[config.mk]
export PLATFORM = sky130hd
export DESIGN_NAME = cmd_seq
export DESIGN_NICKNAME = d
export VERILOG_FILES = /design/src/rtl/cmd_seq.sv
export SDC_FILE = /design/constraint.sdc
export NUM_CORES = 1
export LEC_CHECK = 0
export ABC_AREA = 1
export BUFFER_PORTS_ARGS = -buffer_cell sky130_fd_sc_hd__buf_4
export CORE_MARGIN = 2
export CORE_UTILIZATION = 35
export CTS_BUF_LIST = sky130_fd_sc_hd__clkbuf_4 sky130_fd_sc_hd__clkbuf_8
export CTS_CLUSTER_DIAMETER = 120
export DETAILED_ROUTE_END_ITERATION = 7
export PLACE_DENSITY_LB_ADDON = 0.25
export SKIP_CTS_REPAIR_TIMING = 1
export SYNTH_ARGS = -nofsm -noshare
export SYNTH_HDL_FRONTEND = slang
export SYNTH_SLANG_ARGS = --single-unit
[constraint.sdc]
create_clock -name clk -period 2.5 [get_ports clk]
set_clock_uncertainty 0.1 [all_clocks]
set_input_delay 0.125 -clock clk [delete_from_list [all_inputs] [get_ports clk]]
set_output_delay 0.125 -clock clk [all_outputs]
set_load 0.05 [all_outputs]
[src/rtl/cmd_seq.sv]
// ---------------------------------------------------------------------------
// cmd_seq : command queue and sequencer for a UART-attached command channel.
//
// Commands are pushed into a circular FIFO. A start pulse drains the queue
// one command at a time: each command is issued with a one-cycle send_cmd
// strobe, then the sequencer waits for the transmitter (cmd_sent) and for the
// response byte (resp_rdy/resp). An ACK moves on to the next command. A NAK,
// an abort or (optionally) a timeout ends the sequence with a sticky error.
//
// Optional feature: define CMD_SEQ_TIMEOUT_EN to build a per-command timer
// that fails a command TIMEOUT cycles after issue if it is still waiting.
// Without the macro no timer exists and the wait states wait indefinitely.
//
// Parameters
//   DEPTH    queue entries (power of 2, 2..64)
//   TIMEOUT  cycles allowed per command from issue to response
//   ACK      positive response code
//
// Ports
//   clk, rst_n          clock (posedge) and asynchronous active-low reset
//   wr_en, wr_cmd       enqueue a 16-bit command word
//   start, abort        begin draining / stop and flush (one-cycle pulses)
//   cmd, send_cmd       command under issue (held) and its one-cycle strobe
//   cmd_sent            transmitter finished sending cmd
//   resp_rdy, resp      response byte and its valid
//   full, empty, count  queue status
//   busy, done          sequence active / completed (sticky until next start)
//   err, err_code       sticky error; 0 none, 1 timeout, 2 NAK, 3 aborted
//   issued              commands issued since start (wraps at 255)
// ---------------------------------------------------------------------------
module cmd_seq #(
    parameter int         DEPTH   = 8,
    parameter int         TIMEOUT = 1000000,
    parameter logic [7:0] ACK     = 8'hA5
) (
    input  logic                       clk,
    input  logic                       rst_n,
    input  logic                       wr_en,
    input  logic [15:0]                wr_cmd,
    input  logic                       start,
    input  logic                       abort,
    output logic [15:0]                cmd,
    output logic                       send_cmd,
    input  logic                       cmd_sent,
    input  logic                       resp_rdy,
    input  logic [7:0]                 resp,
    output logic                       full,
    output logic                       empty,
    output logic [$clog2(DEPTH+1)-1:0] count,
    output logic                       busy,
    output logic                       done,
    output logic                       err,
    output logic [1:0]                 err_code,
    output logic [7:0]                 issued
);

    localparam int AW = $clog2(DEPTH);
    localparam int CW = $clog2(DEPTH + 1);

    localparam logic [2:0] S_IDLE      = 3'd0;
    localparam logic [2:0] S_ISSUE     = 3'd1;
    localparam logic [2:0] S_WAIT_TX   = 3'd2;
    localparam logic [2:0] S_WAIT_RESP = 3'd3;
    localparam logic [2:0] S_DONE      = 3'd4;
    localparam logic [2:0] S_ERR       = 3'd5;

    localparam logic [1:0] E_NONE    = 2'd0;
    localparam logic [1:0] E_TIMEOUT = 2'd1;
    localparam logic [1:0] E_NAK     = 2'd2;
    localparam logic [1:0] E_ABORT   = 2'd3;

    // Reject configurations the pointer arithmetic and timer cannot handle.
    if ((DEPTH < 2) || (DEPTH > 64) || ((DEPTH & (DEPTH - 1)) != 0)) begin : g_bad_depth
        $error("cmd_seq: DEPTH must be a power of 2 in 2..64");
    end
    if (TIMEOUT < 2) begin : g_bad_timeout
        $error("cmd_seq: TIMEOUT must be at least 2");
    end

    logic [15:0]   mem_q [DEPTH];
    logic [AW-1:0] wr_ptr_q, wr_ptr_d;
    logic [AW-1:0] rd_ptr_q, rd_ptr_d;
    logic [CW-1:0] count_q, count_d;
    logic [2:0]    state_q, state_d;
    logic [15:0]   cmd_q, cmd_d;
    logic          send_cmd_q, send_cmd_d;
    logic          done_q, done_d;
    logic          err_q, err_d;
    logic [1:0]    err_code_q, err_code_d;
    logic [7:0]    issued_q, issued_d;
    logic          push, pop, flush;

`ifdef CMD_SEQ_TIMEOUT_EN
    localparam int TW = $clog2(TIMEOUT);
    logic [TW-1:0] timer_q, timer_d;
    logic          timer_expired;

    // The timer saturates at TIMEOUT-1 so a late cmd_sent cannot wrap it.
    assign timer_expired = (timer_q == TW'(TIMEOUT - 1));
`endif

    assign full     = (count_q == CW'(DEPTH));
    assign empty    = (count_q == '0);
    assign count    = count_q;
    assign busy     = (state_q == S_ISSUE) || (state_q == S_WAIT_TX) ||
                      (state_q == S_WAIT_RESP);
    assign cmd      = cmd_q;
    assign send_cmd = send_cmd_q;
    assign done     = done_q;
    assign err      = err_q;
    assign err_code = err_code_q;
    assign issued   = issued_q;

    // Sequencer: decides the next state, the issued command and the sticky
    // status flags. Abort is applied last so it overrides any response or
    // timeout seen in the same cycle.
    always_comb begin
        state_d    = state_q;
        cmd_d      = cmd_q;
        send_cmd_d = 1'b0;
        done_d     = done_q;
        err_d      = err_q;
        err_code_d = err_code_q;
        issued_d   = issued_q;
        pop        = 1'b0;
        flush      = 1'b0;
`ifdef CMD_SEQ_TIMEOUT_EN
        timer_d    = timer_q;
`endif
        case (state_q)
            S_IDLE: begin
                if (start) begin
                    if (!empty) begin
                        state_d    = S_ISSUE;
                        done_d     = 1'b0;
                        err_d      = 1'b0;
                        err_code_d = E_NONE;
                        issued_d   = '0;
                    end else begin
                        done_d = 1'b1;
                    end
                end
            end
            S_ISSUE: begin
                pop        = 1'b1;
                cmd_d      = mem_q[rd_ptr_q];
                send_cmd_d = 1'b1;
                issued_d   = issued_q + 8'd1;
                state_d    = S_WAIT_TX;
`ifdef CMD_SEQ_TIMEOUT_EN
                timer_d    = '0;
`endif
            end
            S_WAIT_TX: begin
`ifdef CMD_SEQ_TIMEOUT_EN
                if (!timer_expired) timer_d = timer_q + TW'(1);
`endif
                if (cmd_sent) begin
                    state_d = S_WAIT_RESP;
                end
`ifdef CMD_SEQ_TIMEOUT_EN
                else if (timer_expired) begin
                    state_d    = S_ERR;
                    err_d      = 1'b1;
                    err_code_d = E_TIMEOUT;
                end
`endif
            end
            S_WAIT_RESP: begin
`ifdef CMD_SEQ_TIMEOUT_EN
                if (!timer_expired) timer_d = timer_q + TW'(1);
`endif
                if (resp_rdy) begin
                    if (resp == ACK) begin
                        if (!empty) begin
                            state_d = S_ISSUE;
                        end else begin
                            state_d = S_DONE;
                            done_d  = 1'b1;
                        end
                    end else begin
                        state_d    = S_ERR;
                        err_d      = 1'b1;
                        err_code_d = E_NAK;
                    end
                end
`ifdef CMD_SEQ_TIMEOUT_EN
                else if (timer_expired) begin
                    state_d    = S_ERR;
                    err_d      = 1'b1;
                    err_code_d = E_TIMEOUT;
                end
`endif
            end
            S_DONE:  state_d = S_IDLE;
            S_ERR:   state_d = S_IDLE;
            default: state_d = S_IDLE;
        endcase

        if (abort && busy) begin
            state_d    = S_IDLE;
            flush      = 1'b1;
            pop        = 1'b0;
            send_cmd_d = 1'b0;
            cmd_d      = cmd_q;
            issued_d   = issued_q;
            err_d      = 1'b1;
            err_code_d = E_ABORT;
        end
    end

    // Queue bookkeeping. A push is refused whenever the queue is full at the
    // start of the cycle, even if the sequencer pops in that same cycle.
    always_comb begin
        push     = wr_en && !full && !flush;
        wr_ptr_d = wr_ptr_q;
        rd_ptr_d = rd_ptr_q;
        count_d  = count_q;
        if (flush) begin
            wr_ptr_d = '0;
            rd_ptr_d = '0;
            count_d  = '0;
        end else begin
            if (push) wr_ptr_d = wr_ptr_q + AW'(1);
            if (pop)  rd_ptr_d = rd_ptr_q + AW'(1);
            if (push && !pop)      count_d = count_q + CW'(1);
            else if (pop && !push) count_d = count_q - CW'(1);
        end
    end

    // Queue storage has no reset; occupancy is tracked by the pointers.
    always_ff @(posedge clk) begin
        if (push) mem_q[wr_ptr_q] <= wr_cmd;
    end

    // State and status registers.
    always_ff @(posedge clk or negedge rst_n) begin
        if (!rst_n) begin
            state_q    <= S_IDLE;
            wr_ptr_q   <= '0;
            rd_ptr_q   <= '0;
            count_q    <= '0;
            cmd_q      <= 16'h0000;
            send_cmd_q <= 1'b0;
            done_q     <= 1'b0;
            err_q      <= 1'b0;
            err_code_q <= E_NONE;
            issued_q   <= '0;
`ifdef CMD_SEQ_TIMEOUT_EN
            timer_q    <= '0;
`endif
        end else begin
            state_q    <= state_d;
            wr_ptr_q   <= wr_ptr_d;
            rd_ptr_q   <= rd_ptr_d;
            count_q    <= count_d;
            cmd_q      <= cmd_d;
            send_cmd_q <= send_cmd_d;
            done_q     <= done_d;
            err_q      <= err_d;
            err_code_q <= err_code_d;
            issued_q   <= issued_d;
`ifdef CMD_SEQ_TIMEOUT_EN
            timer_q    <= timer_d;
`endif
        end
    end

endmodule

==> results.toml, run 1 <==
[sta]
fin_worst_hold_slack_ns = 0.0121
drv_slew = 0
final.period_utilization = 0.880
final-hold-violation-count = 0
rsz0062_at_grt = "no"
worst_slew_pin_slew_ns = 0.689
timing.fmax_ghz = 0.454
slew_headroom = 0.541
final.min_clock_period_ns = 2.20
timing.final.setup_violations = 0
timing.final.ws_setup_ns = 0.299
final_setup_tns_ns = 0

[placed_design]
detailedPlacementHpwl_mm = 9.58
dpl_worst_slack_ns = 0.226
globalplace.congestion = 0.832
portBuffers = 66

[pwr]
combinationalPowerShare = 0.402
net-switching-power_mw = 3.88
power_frac_clock = 0.194
cellPowerDensity_mw_per_mm2 = 1090
vdd_ir_drop_max_mv = 0.361
power_report.internal_total_mw = 5.42
leakagePower_nw = 3.32
switching_share = 0.417
share_seq_of_total_power = 0.403

[routing]
drtIter0Drc = 353
routed_wire_length_per_instance_um = 15.5
detailroute.via_count = 4952
routed_wirelength_mm = 15.7
drt.antenna.violating_nets = 0
drt-pass1-iter-count = 4
route.detailed.vias_per_inst = 4.87
route.detailed.drc = 0

[logic_synthesis]
synth-warning-count = 0
ys_top_cells_by_area = "sky130_fd_sc_hd__edfxtp_1 54%, sky130_fd_sc_hd__dfrtp_1 14%, sky130_fd_sc_hd__nor2_1 6.3%"
synth.distinct_cells = 33
synth_sequential_area_ratio = 0.682
avg_synthesized_cell_area_um2 = 11.1
syn-cell-area_mm2 = 0.00714
synthCells = 642
synthDominantAreaCellType = "sky130_fd_sc_hd__edfxtp_1"
synth_top_area_frac = 0.538
postSynthRegisterBits = 169
synth_nets = 679

[critical_path]
critPathKind = "reg2reg"
timing.critical_path.fanout_max = 15
critPathSlowestCell = "sky130_fd_sc_hd__dfrtp_1"
crit_start_category = "flop"
critical-path-max-stage-delay_ns = 0.45
timing.critical_path.cells = "inv_2 > nand2_1 > nand3_4 > nand3_1 > ha_1 > nand3_1 > nand3_1 > nand2_1 > nand2_1 > inv_1 > nand2_1 > nand2_1 > nand2_1 > nand2_1"
crit_family = "simple AND/OR/NAND/NOR gates"
crit_path_end_kind = "flop"
data_arrival_time_of_the_critical_path_ns = 2.46
crit_buf_inv = 2
critical-path-top-cell-by-count = "sky130_fd_sc_hd__nand2_1"
cp.required_ns = 2.75

[global_routing]
globalRouteOverflowTotal = 0
grt.total_usage = 0.151
grt_max_degree = 68
number_of_global_route_vias_before_repair = 4811
first_pass_grt_wire_length_mm = 25.3
initial_antenna_violation_count = 0

[clocking]
cts.clk_slew.worst_paths_ns = 0.09
ctsHtreeMaxLevel = 4
clock-root-buffer = "sky130_fd_sc_hd__clkbuf_8"
cts_tree = "done"
tritoncts_num_sinks = 169
clock_tree.buffer_depth = 2
tritoncts.num_buffers = 17
worst_skew_pair.late_latency_ns = 0.46

[die]
die_h_um = 147
ios = 67
design.die.area_mm2 = 0.0216
floorplan.initialDensity = 0.355
fp.dieW_um = 147
fp-row-count = 52
fp.coreArea_mm2 = 0.0201

[finish]
nets = 770
area.growth.synth_to_final_pct = 19.3
n_fill_cell = 1893
antenna-diode-count = 0
fraction_of_layout_cells_with_a_size_suffix_above_1 = 0.182
multi_input_comb_area_mm2 = 0.00198
seq_area_mm2 = 0.00487

[run_status]
status = "finished, final reports clean"

[min_path]
min-delay-path-class = "in2reg"

[job]
maxCapViolCount = 0
==> state kept, by name, indices dropped and copies added (netlist names) <==
signal and flops:
issued 8, wr_ptr_q 3, done 1, err_code 2
count 4, rd_ptr_q 3, cmd 16, state_q 3
mem_q 128, send_cmd 1
==> final cells by class <==
cell class,count,area share
sequential,169,0.571
multi-input combinational,411,0.233
timing repair buffer,102,0.0990
tap,270,0.0396
clock buffer,18,0.0283
clock inverter,14,0.0147
inverter,32,0.0141
==> power groups by stage <==
stage	clock network, mW	logic [mW]	registers, mW
detailed placement	0	3.73	3.81
finish	1.81	3.74	3.75
CTS	1.85	3.74	3.75
global route	1.98	4.14	3.81
global placement	0	3.66	3.79
floorplan	0	2.02	4.45
==> layout by cell type (no fill, tap or decap), types with 2 or more instances in the layout <==
master,count
sky130_fd_sc_hd__o21ai_1,4
sky130_fd_sc_hd__o21ai_2,3
sky130_fd_sc_hd__nand2_1,104
sky130_fd_sc_hd__ha_1,5
sky130_fd_sc_hd__nand4_1,4
sky130_fd_sc_hd__inv_6,3
sky130_fd_sc_hd__or2_2,4
sky130_fd_sc_hd__nand3b_1,3
sky130_fd_sc_hd__clkbuf_8,17
sky130_fd_sc_hd__nand3_1,37
sky130_fd_sc_hd__buf_4,79
sky130_fd_sc_hd__o211ai_1,32
sky130_fd_sc_hd__clkinv_2,4
sky130_fd_sc_hd__dlygate4sd3_1,21
sky130_fd_sc_hd__inv_2,6
sky130_fd_sc_hd__a21oi_1,5
sky130_fd_sc_hd__clkinv_4,3
sky130_fd_sc_hd__nand2_2,4
sky130_fd_sc_hd__dfrtp_1,41
sky130_fd_sc_hd__nor2_1,120
sky130_fd_sc_hd__nor3_1,2
sky130_fd_sc_hd__edfxtp_1,128
sky130_fd_sc_hd__clkinvlp_4,3
sky130_fd_sc_hd__buf_12,2
sky130_fd_sc_hd__inv_1,25
sky130_fd_sc_hd__nor2_2,2
sky130_fd_sc_hd__o21ai_0,74
==> synth_stat cells <==
cell                       number
sky130_fd_sc_hd__edfxtp_1     128
sky130_fd_sc_hd__nor2_1       120
sky130_fd_sc_hd__nand2_1      104
sky130_fd_sc_hd__o21ai_0       74
sky130_fd_sc_hd__dfrtp_1       41
sky130_fd_sc_hd__nand3_1       37
sky130_fd_sc_hd__o211ai_1      32
sky130_fd_sc_hd__inv_1         25
sky130_fd_sc_hd__clkbuf_1      11
sky130_fd_sc_hd__buf_2          8
sky130_fd_sc_hd__buf_4          6
sky130_fd_sc_hd__inv_2          6
sky130_fd_sc_hd__a21oi_1        5
sky130_fd_sc_hd__ha_1           5
sky130_fd_sc_hd__nand2_2        4
sky130_fd_sc_hd__nand4_1        4
sky130_fd_sc_hd__o21ai_1        4
sky130_fd_sc_hd__or2_2          4
sky130_fd_sc_hd__buf_6          3
sky130_fd_sc_hd__nand3b_1       3
sky130_fd_sc_hd__o21ai_2        3
sky130_fd_sc_hd__buf_1          2
sky130_fd_sc_hd__nor2_2         2
sky130_fd_sc_hd__nor3_1         2
sky130_fd_sc_hd__a21boi_0       1
sky130_fd_sc_hd__clkinv_1       1
sky130_fd_sc_hd__fa_1           1
sky130_fd_sc_hd__nand2_4        1
sky130_fd_sc_hd__nand3_2        1
sky130_fd_sc_hd__nand3_4        1
sky130_fd_sc_hd__nor2_4         1
sky130_fd_sc_hd__o21a_1         1
sky130_fd_sc_hd__xor2_1         1
==> metrics by stage <==
| stage | cell area, um2 | util | power, mW | instances |
|---|---|---|---|---|
| 2_1_floorplan | 7140 | - | 6.47 | 642 |
| 3_5_place_dp | 7950 | 0.395 | 7.54 | 963 |
| 4_1_cts | 8310 | 0.413 | 9.35 | 995 |
| 6_report | 8520 | 0.424 | 9.30 | 1016 |
| 3_3_place_gp | 7950 | 0.395 | 7.46 | 963 |
| 5_1_grt | 8520 | 0.424 | 9.93 | 1016 |
==> worst reg2reg max path, delay by kind of cell, from the launching register on <==
kind | cells | cell delay (ns)
adders and majority gates | 1 | 0.38
DFF | 1 | 0.45
and+or+nand+nor | 11 | 1.01
buffers and inverters | 2 | 0.16
==> kinds of logic (layout without fill, tap and decap cells) <==
group                    count (synthesis)  after routing  synth area share
adder cells (fa/ha/maj)                  6              6            0.0116
AND/OR/NAND/NOR                        284            284             0.167
buffers and inverters                   62            166            0.0403
AO/OA/AOI/OAI                          120            120            0.0976
XOR/XNOR                                 1              1           0.00123
flip-flops                             169            169             0.682
==> path summary, 6_finish.rpt <==
path,cells past startpoint,to,slack [ns],startpoint
max in group asynchronous,2,cmd[2]$_DFFE_PN0P_,1.79,rst_n
min in group asynchronous,2,count[1]$_DFFE_PN0P_,0.10,rst_n
worst min register to register,2,err_code[0]$_DFFE_PN0P_,0.38,err_code[0]$_DFFE_PN0P_
worst min-delay path,4,state_q[2]$_DFFE_PN0P_,0.01,cmd_sent
worst max-delay path,14,count[3]$_DFFE_PN0P_,0.30,state_q[1]$_DFFE_PN0P_
worst max register to register,14,count[3]$_DFFE_PN0P_,0.30,state_q[1]$_DFFE_PN0P_
==> routing by layer <==
metal	wire [um]	track usage	share of wire
met1	7050	0.194	0.45
met3	654	0.0311	0.042
met2	7750	0.251	0.49
met5	0	0	0
met4	263	0.0607	0.017
Note: power is estimated with default switching activity, not from simulation.
==> run 2, diff against run 1 <==
Settings changed: CORE_UTILIZATION 35 to 25, CTS_CLUSTER_SIZE set to 16.
==> run 2 against run 1 <==
Compared with the run above:
- first-iteration DRC count up 16%
- wire length up 11%
- largest power group is now combinational logic
- register-to-register slack about the same
- sequential share of layout area down 1.5 points
- critical path type unchanged
- cell count up 11%
==> results.toml, run 2 (synthesis gave the netlist of run 1 again) <==
[run_status]
status = "finished, final reports clean"

[finish]
fraction_of_layout_cells_with_a_size_suffix_above_1 = 0.190
mostFrequentLayoutCells = "128 x sky130_fd_sc_hd__edfxtp_1, 118 x sky130_fd_sc_hd__nor2_1, 104 x sky130_fd_sc_hd__nand2_1"
seq_area_mm2 = 0.00487
largest_register_ffs = 128
largest_register = "mem_q"
n_fill_cell = 2886
area.growth.synth_to_final_pct = 22.6
finish.cell_count_without_fillers = 1126
final_core_utilization = 0.314
mostFrequentLayoutCell = "sky130_fd_sc_hd__edfxtp_1"
nets = 772
multi_input_comb_area_mm2 = 0.00199
antenna-diode-count = 0

[critical_path]
cp.required_ns = 2.54
r2r_depth = 8
timing.critical_path.depth = 8
critPathKind = "reg2reg"
crit_path_end_kind = "flop"
crit_buf_inv = 3
crit_start_category = "flop"
critPathSlowestCell = "sky130_fd_sc_hd__dfrtp_1"
timing.critical_path.cells = "inv_1 > nand2_1 > nand3_4 > inv_1 > nor2_1 > nand2_1 > nor2_1 > buf_4"
critical-path-max-stage-delay_ns = 0.42
data_arrival_time_of_the_critical_path_ns = 2.25
timing.critical_path.fanout_max = 15
crit_family = "simple AND/OR/NAND/NOR gates"

[clocking]
cts.clk_slew.worst_paths_ns = 0.09
tritoncts_num_sinks = 169
worst_skew_pair.late_latency_ns = 0.44
ctsHtreeMaxLevel = 4
clock-root-buffer = "sky130_fd_sc_hd__clkbuf_8"
tritoncts.num_buffers = 17
clock_tree.buffer_depth = 2
cts_tree = "done"

[routing]
route.detailed.drc = 0
routed_wirelength_mm = 17.5
drtIter0Drc = 410
routed_wire_length_per_instance_um = 15.6
detailroute.via_count = 4865
drt.antenna.violating_nets = 0
drt-pass1-iter-count = 6
route.detailed.vias_per_inst = 4.32

[die]
ios = 67
fp.coreArea_mm2 = 0.0279
design.die.area_mm2 = 0.0299
die_h_um = 173
floorplan.initialDensity = 0.256
fp-row-count = 61
fp.dieW_um = 173

[pwr]
power_report.internal_total_mw = 5.64
power_frac_clock = 0.206
cellPowerDensity_mw_per_mm2 = 1100
combinationalPowerShare = 0.402
switching_share = 0.413
leakagePower_nw = 3.35
net-switching-power_mw = 3.97
vdd_ir_drop_max_mv = 0.376
share_seq_of_total_power = 0.392

[sta]
final_setup_tns_ns = 0
timing.fmax_ghz = 0.452
slew_headroom = 0.596
final.period_utilization = 0.886
final-hold-violation-count = 0
drv_slew = 0
worst_slew_pin_slew_ns = 0.602
rsz0062_at_grt = "no"
final.min_clock_period_ns = 2.21
timing.final.setup_violations = 0

[placed_design]
portBuffers = 66
detailedPlacementHpwl_mm = 11.3
globalplace.congestion = 0.762
inst_count_dp = 1073

[min_path]
min_delay_path_depth = 4
min-delay-path-class = "in2reg"

[global_routing]
globalRouteOverflowTotal = 0
grt_max_degree = 68
initial_antenna_violation_count = 0
grt.total_usage = 0.119
first_pass_grt_wire_length_mm = 27.5
number_of_global_route_vias_before_repair = 4650

[job]
maxCapViolCount = 0
run 2: changes by cell type in the layout (fill, tap and decap cells not counted), moves of 2 or more:
| cell | previous run | this run |
|---|---|---|
| sky130_fd_sc_hd__buf_12 | 2 | 5 |
| sky130_fd_sc_hd__clkbuf_4 | 1 | 4 |
| sky130_fd_sc_hd__clkbuf_8 | 17 | 19 |
| sky130_fd_sc_hd__clkinv_2 | 4 | 0 |
| sky130_fd_sc_hd__clkinv_4 | 3 | 1 |
| sky130_fd_sc_hd__dfrtp_1 | 41 | 39 |
| sky130_fd_sc_hd__dfrtp_2 | 0 | 2 |
| sky130_fd_sc_hd__nor2_1 | 120 | 118 |
| sky130_fd_sc_hd__nor2_2 | 2 | 4 |
run 2: final cells by class:
cell class,instances,area share
well taps,378,0.0540
inverters,32,0.0137
repair buffers,104,0.102
clock buffers,23,0.0333
multi-input cells,411,0.227
flip-flops and latches,169,0.556
clock inverters,9,0.0133
run 2: power groups by stage:
stage / sequential [mW] / combinational [mW] / clock, mW
after global placement: 3.82 / 3.88 / 0
after CTS: 3.77 / 3.89 / 2.04
after floorplan: 4.45 / 2.02 / 0
after global routing: 3.82 / 4.28 / 2.16
final: 3.76 / 3.87 / 1.98
after detailed placement: 3.82 / 3.88 / 0
run 2: routing by layer:
metal,GRT usage,part of all wire
met1,0.170,0.50
met2,0.178,0.44
met3,0.0319,0.047
met4,0.0307,0.0064
met5,0,0
run 2: worst reg2reg max path: cells and delay by family (launching register included):
kind          cells  cell delay (ns)
flops             1             0.42
buf+inv           3             0.46
simple gates      5             0.93
run 2: worst paths after layout:
kind | start | to | slack [ns]
setup / recovery | state_q[0]$_DFFE_PN0P_ | mem_q[2][0]$_DFFE_PP_ | 0.29
hold / removal | cmd_sent | state_q[2]$_DFFE_PN0P_ | 0.02
setup reg to reg | state_q[0]$_DFFE_PN0P_ | mem_q[2][0]$_DFFE_PP_ | 0.29
hold reg to reg | done$_DFFE_PN0P_ | done$_DFFE_PN0P_ | 0.38
max in group asynchronous | rst_n | rd_ptr_q[0]$_DFFE_PN0P_ | 1.74
min in group asynchronous | rst_n | done$_DFFE_PN0P_ | 0.12
run 2: through the flow:
stage          hold slack, ns  instance area (um2)  setup slack (ns)  power, mW
6_report               0.0238                 8760             0.286       9.61
5_1_grt                0.0433                 8760             0.112       10.3
4_1_cts                -0.425                 8550             0.249       9.69
3_5_place_dp           0.0787                 8140             0.268       7.70
3_3_place_gp           0.0699                 8140             0.318       7.70
2_1_floorplan          -0.271                 7140            0.0302       6.47
